### src/rtl/shift_seq_ctrl.sv
// Sequencing controller for a serial shift-register datapath: takes a parallel word over
// valid/ready, shifts it out LSB-first with a per-bit strobe, and captures the returning stream.
module shift_seq_ctrl #(
    parameter  int unsigned WIDTH = 6,
    parameter  int unsigned GAP   = 0,
    localparam int unsigned CNT_W = $clog2(WIDTH) + 1
) (
    input  logic             clk_i,
    input  logic             rst_i,
    input  logic [WIDTH-1:0] load_data_i,
    input  logic             load_valid_i,
    output logic             load_ready_o,
    input  logic             abort_i,
    output logic             ser_out_o,
    output logic             shift_en_o,
    input  logic             cap_in_i,
    output logic [WIDTH-1:0] cap_data_o,
    output logic             cap_valid_o,
    output logic             busy_o,
    output logic [CNT_W-1:0] bit_cnt_o
);

    typedef enum logic [1:0] {
        ST_IDLE  = 2'd0,
        ST_SHIFT = 2'd1,
        ST_GAP   = 2'd2
    } state_e;

    // The gap counter runs GAP-1 down to 0, giving exactly GAP idle cycles.
    localparam logic [3:0]       GAP_LOAD = (GAP > 0) ? 4'(GAP - 1) : 4'd0;
    localparam logic [CNT_W-1:0] LAST_CNT = CNT_W'(WIDTH - 1);

    state_e           state_q;
    logic [WIDTH-1:0] shreg_q;
    logic [WIDTH-1:0] cap_sh_q;
    logic [WIDTH-1:0] cap_data_q;
    logic [CNT_W-1:0] bit_cnt_q;
    logic [3:0]       gap_q;
    logic             ser_out_q;
    logic             shift_en_q;
    logic             cap_valid_q;
    logic             busy_q;

    logic [WIDTH-1:0] shreg_d;
    logic [WIDTH-1:0] cap_sh_d;
    logic [CNT_W-1:0] bit_cnt_d;
    logic             last_bit;

    // NOTE: every always_comb output gets a default on entry so no path can infer a latch.
    always_comb begin
        shreg_d   = {1'b0, shreg_q[WIDTH-1:1]};
        cap_sh_d  = {cap_in_i, cap_sh_q[WIDTH-1:1]};
        bit_cnt_d = bit_cnt_q + CNT_W'(1);
        last_bit  = (bit_cnt_q == LAST_CNT);
    end

    // NOTE: sequential state uses non-blocking assignments only, so every flop samples
    // pre-edge values regardless of statement order.
    always_ff @(posedge clk_i) begin
        if (rst_i) begin
            state_q     <= ST_IDLE;
            shreg_q     <= '0;
            cap_sh_q    <= '0;
            cap_data_q  <= '0;
            bit_cnt_q   <= '0;
            gap_q       <= '0;
            ser_out_q   <= 1'b0;
            shift_en_q  <= 1'b0;
            cap_valid_q <= 1'b0;
            busy_q      <= 1'b0;
        end else begin
            cap_valid_q <= 1'b0;
            case (state_q)
                ST_IDLE: begin
                    if (load_valid_i) begin
                        state_q    <= ST_SHIFT;
                        shreg_q    <= load_data_i;
                        ser_out_q  <= load_data_i[0];
                        shift_en_q <= 1'b1;
                        busy_q     <= 1'b1;
                        bit_cnt_q  <= '0;
                    end
                end

                ST_SHIFT: begin
                    if (abort_i) begin
                        // Abort beats completion: the partial capture is discarded.
                        state_q    <= ST_IDLE;
                        ser_out_q  <= 1'b0;
                        shift_en_q <= 1'b0;
                        busy_q     <= 1'b0;
                        bit_cnt_q  <= '0;
                    end else begin
                        shreg_q   <= shreg_d;
                        cap_sh_q  <= cap_sh_d;
                        bit_cnt_q <= bit_cnt_d;
                        if (last_bit) begin
                            cap_data_q  <= cap_sh_d;
                            cap_valid_q <= 1'b1;
                            ser_out_q   <= 1'b0;
                            shift_en_q  <= 1'b0;
                            if (GAP > 0) begin
                                state_q <= ST_GAP;
                                gap_q   <= GAP_LOAD;
                            end else begin
                                state_q <= ST_IDLE;
                                busy_q  <= 1'b0;
                            end
                        end else begin
                            ser_out_q <= shreg_d[0];
                        end
                    end
                end

                ST_GAP: begin
                    if (abort_i) begin
                        state_q   <= ST_IDLE;
                        busy_q    <= 1'b0;
                        bit_cnt_q <= '0;
                    end else if (gap_q == 4'd0) begin
                        state_q <= ST_IDLE;
                        busy_q  <= 1'b0;
                    end else begin
                        gap_q <= gap_q - 4'd1;
                    end
                end

                default: begin
                    state_q    <= ST_IDLE;
                    ser_out_q  <= 1'b0;
                    shift_en_q <= 1'b0;
                    busy_q     <= 1'b0;
                end
            endcase
        end
    end

    // Ready is the only combinational output so a handshake can complete in the IDLE cycle.
    assign load_ready_o = (state_q == ST_IDLE) && !rst_i;
    assign ser_out_o    = ser_out_q;
    assign shift_en_o   = shift_en_q;
    assign cap_data_o   = cap_data_q;
    assign cap_valid_o  = cap_valid_q;
    assign busy_o       = busy_q;
    assign bit_cnt_o    = bit_cnt_q;

endmodule

### config.mk
export PLATFORM = sky130hd
export DESIGN_NAME = shift_seq_ctrl
export DESIGN_NICKNAME = d
export VERILOG_FILES = /design/src/rtl/shift_seq_ctrl.sv
export SDC_FILE = /design/constraint.sdc
export NUM_CORES = 1
export LEC_CHECK = 0
export ABC_AREA = 1
export BUFFER_PORTS_ARGS = -buffer_cell sky130_fd_sc_hd__buf_2
export CAP_MARGIN = 20
export CORE_ASPECT_RATIO = 0.9
export CORE_UTILIZATION = 50
export DETAILED_ROUTE_END_ITERATION = 16
export PLACE_DENSITY = 0.8
export SETUP_SLACK_MARGIN = 0.05
export SYNTH_ARGS = -nofsm -noshare
export SYNTH_HDL_FRONTEND = slang
export SYNTH_SLANG_ARGS = --single-unit
### constraint.sdc
create_clock -name clk_i -period 1.5 [get_ports clk_i]
set_input_delay 0.15 -clock clk_i [delete_from_list [all_inputs] [get_ports clk_i]]
set_output_delay 0.15 -clock clk_i [all_outputs]
set_load 0.005 [all_outputs]
==> flow_metrics.tcl <==
set metrics [dict create \
    h-tree-depth 1 \
    cts_resized 0 \
    skew_ps 5.94 \
    hold_class "in -> reg" \
    cts_hold_buf 0 \
    rsz0062_at_grt "false" \
    status "finished clean" \
    clkLatencyLatePin_ps 300 \
    antenna_found_initial 0 \
    die_area_um2 2200 \
    yosysMostFrequentCell "dfxtp_1" \
    synthTopCellsByArea "dfxtp_1 46%, nand2_1 8.2%, nor2_1 6.0%, a21oi_1 5.5%, o21ai_0 5.5%" \
    slowest_delay_ps 570 \
    dp_slack_ps 247 \
    setup_slack_ps 231 \
    die_w_um 49.3 \
    synth_fp_nets 139 \
    fmax_mhz 788 \
    vias_per_cell 4.87 \
    power_mw 1.05 \
    routabilityCongestion 0.774 \
    setup.worst_path.end_class "flip-flop" \
    arrival_ps 1470 \
    wl_per_cell_um 10.2 \
    cellPowerDensity_nw_per_um2 900 \
    tritoncts "built" \
    crit_path_cell_trace "nand2_4 > inv_2 > nand2_1 > o21ai_1 > nor2_1" \
    required_ps 1710 \
    synthTopCellsByCount "23 x dfxtp_1, 22 x nand2_1, 16 x nor2_1" \
    worst-path-buf-inv 1 \
    post_cts_buffers 0 \
    netlist_instances 126 \
    clkTransAtPathRegs_ps 120 \
    die_h_um 44.6 \
    ir_drop_mv 0.504 \
    rows 15 \
    gr-total-overflow 0 \
    crit_family "flip-flops" \
    slowest_stage "dfxtp_1" \
    rr_startpoint "shift_en_o$_SDFFE_PP0P_" \
    io_buffers 25 \
    setup_viol 0 \
    dominantRegCellSynth "dfxtp_1" \
    grt_max_degree 19 \
    area_growth_pct 16.0 \
    coreArea_um2 1900 \
    seq_area_um2 460 \
    ys_warn_count 0 \
    tightest_slew_ps 495 \
    clock-sinks 23 \
    syn-cell-area_um2 1010 \
    drt_pass1_iterations 4 \
    crit_start "shift_en_o$_SDFFE_PP0P_" \
    finalWorstPathRequiredPeriod_ps 1270 \
    first_global_vias 727 \
    dp.cells 174 \
    ant_nets 0 \
    drt-initial-drc-count 8 \
    cts.path.max_buffers 2 \
    yosysSeqAreaShare 0.458 \
    n_antenna_cell 0 \
    startpoint_type "flip-flop" \
    synth_top_area_frac 0.458 \
    slew_viol_final 0 \
    fin_tns_setup_ps 0 \
    root_buffer "clkbuf_4" \
    nFillCells 180 \
    drc_errors 0 \
    period_share 0.846 \
    initial_core_util 0.531 \
    synth_top_cell_by_area "dfxtp_1" \
    multi_input_area_um2 455 \
    hold_start "rst_i" \
    ys_ff_latch 23 \
    drive_gt1_frac 0.288 \
    crit_type "reg -> reg" \
    worstPathMaxFanout 10 \
    grt_pass1_wl_um 2970 \
    pin_count 26 \
    drt_wl_total_um 1810 \
    track_usage 0.175 \
    p_leak_nw 0.577 \
    utilization 0.616 \
    timing.slew.headroom 0.669 \
    num_vias 866 \
    hold_viol_final 0 \
    nets 167 \
    synth.avg_cell_area_um2 7.98 \
    hpwl_um 1380 \
    synth_edf_count 0 \
    async_flop_share 0 \
    final_cells 178 \
    reg2reg_slack_ps 230 \
    drv_cap 0 \
    cts_buffers 3 \
    yosysUniqueCellTypes 21 \
]
layout make-up:
type	instances	area share
Tap cell	25	0.0268
Sequential cell	23	0.394
Timing Repair Buffer	27	0.120
Clock inverter	1	0.00429
Inverter	14	0.0450
Clock buffer	3	0.0193
Multi-Input combinational cell	85	0.390
flip-flops by register name, summed over array words and instances, names as in the netlist:
register     cells
cap_data_o       6
cap_sh_q         5
shreg_q          5
bit_cnt_o        4
cap_valid_o      1
ser_out_o        1
shift_en_o       1
metal layers:
layer	GRT usage	part of all wire
met2	0.315	0.49
met4	0.0706	0.015
met3	0.0309	0.032
met5	0	0
met1	0.210	0.46
worst reg2reg max path, stage by stage, from the launching register on:
cell,delay [ps]
dfxtp_1,570
nand2_4,100
inv_2,140
nand2_1,160
o21ai_1,150
nor2_1,60
metrics by stage:
stage / hold slack (ps) / instance area [um^2]
3_5_place_dp: 416 / 1140
4_1_cts: 88.2 / 1170
6_report: 96.3 / 1170
3_3_place_gp: 403 / 1140
5_1_grt: 81.4 / 1170
2_1_floorplan: 219 / 1010
final timing paths:
| check | to | depth (start not counted) |
|---|---|---|
| max | cap_data_o[5]$_SDFFE_PP0P_ | 5 |
| min reg2reg | shreg_q[5]$_SDFFE_PP0P_ | 2 |
| min | bit_cnt_o[1]$_SDFFE_PP0P_ | 2 |
| max reg2reg | cap_data_o[5]$_SDFFE_PP0P_ | 5 |
placed cells by master, fill, tap and decap left out, types with 2 or more instances in the layout:
cell,instances
inv_2,3
dfxtp_1,23
a21oi_1,11
clkbuf_4,3
nor2_1,16
nand3_1,8
nand2_1,22
o21ai_2,4
buf_4,2
nand2_4,2
o21ai_0,11
buf_2,25
inv_1,11
ha_1,2
o21ai_1,2
cell families (layout without fill, tap and decap cells):
family / after synthesis / count (layout) / share of synthesized area
compound gates: 30 / 30 / 0.168
simple gates: 53 / 53 / 0.260
flops: 23 / 23 / 0.458
fa+ha+maj: 2 / 2 / 0.0249
buf+inv: 18 / 45 / 0.0895
where the power goes:
part / total [mW] / internal [mW] / switching (mW)
Sequential: 0.654 / 0.637 / 0.0173
Clock: 0.276 / 0.0994 / 0.177
Combinational: 0.120 / 0.0475 / 0.0729
Total: 1.05 / 0.784 / 0.267
(Power assumes the default switching activity.)
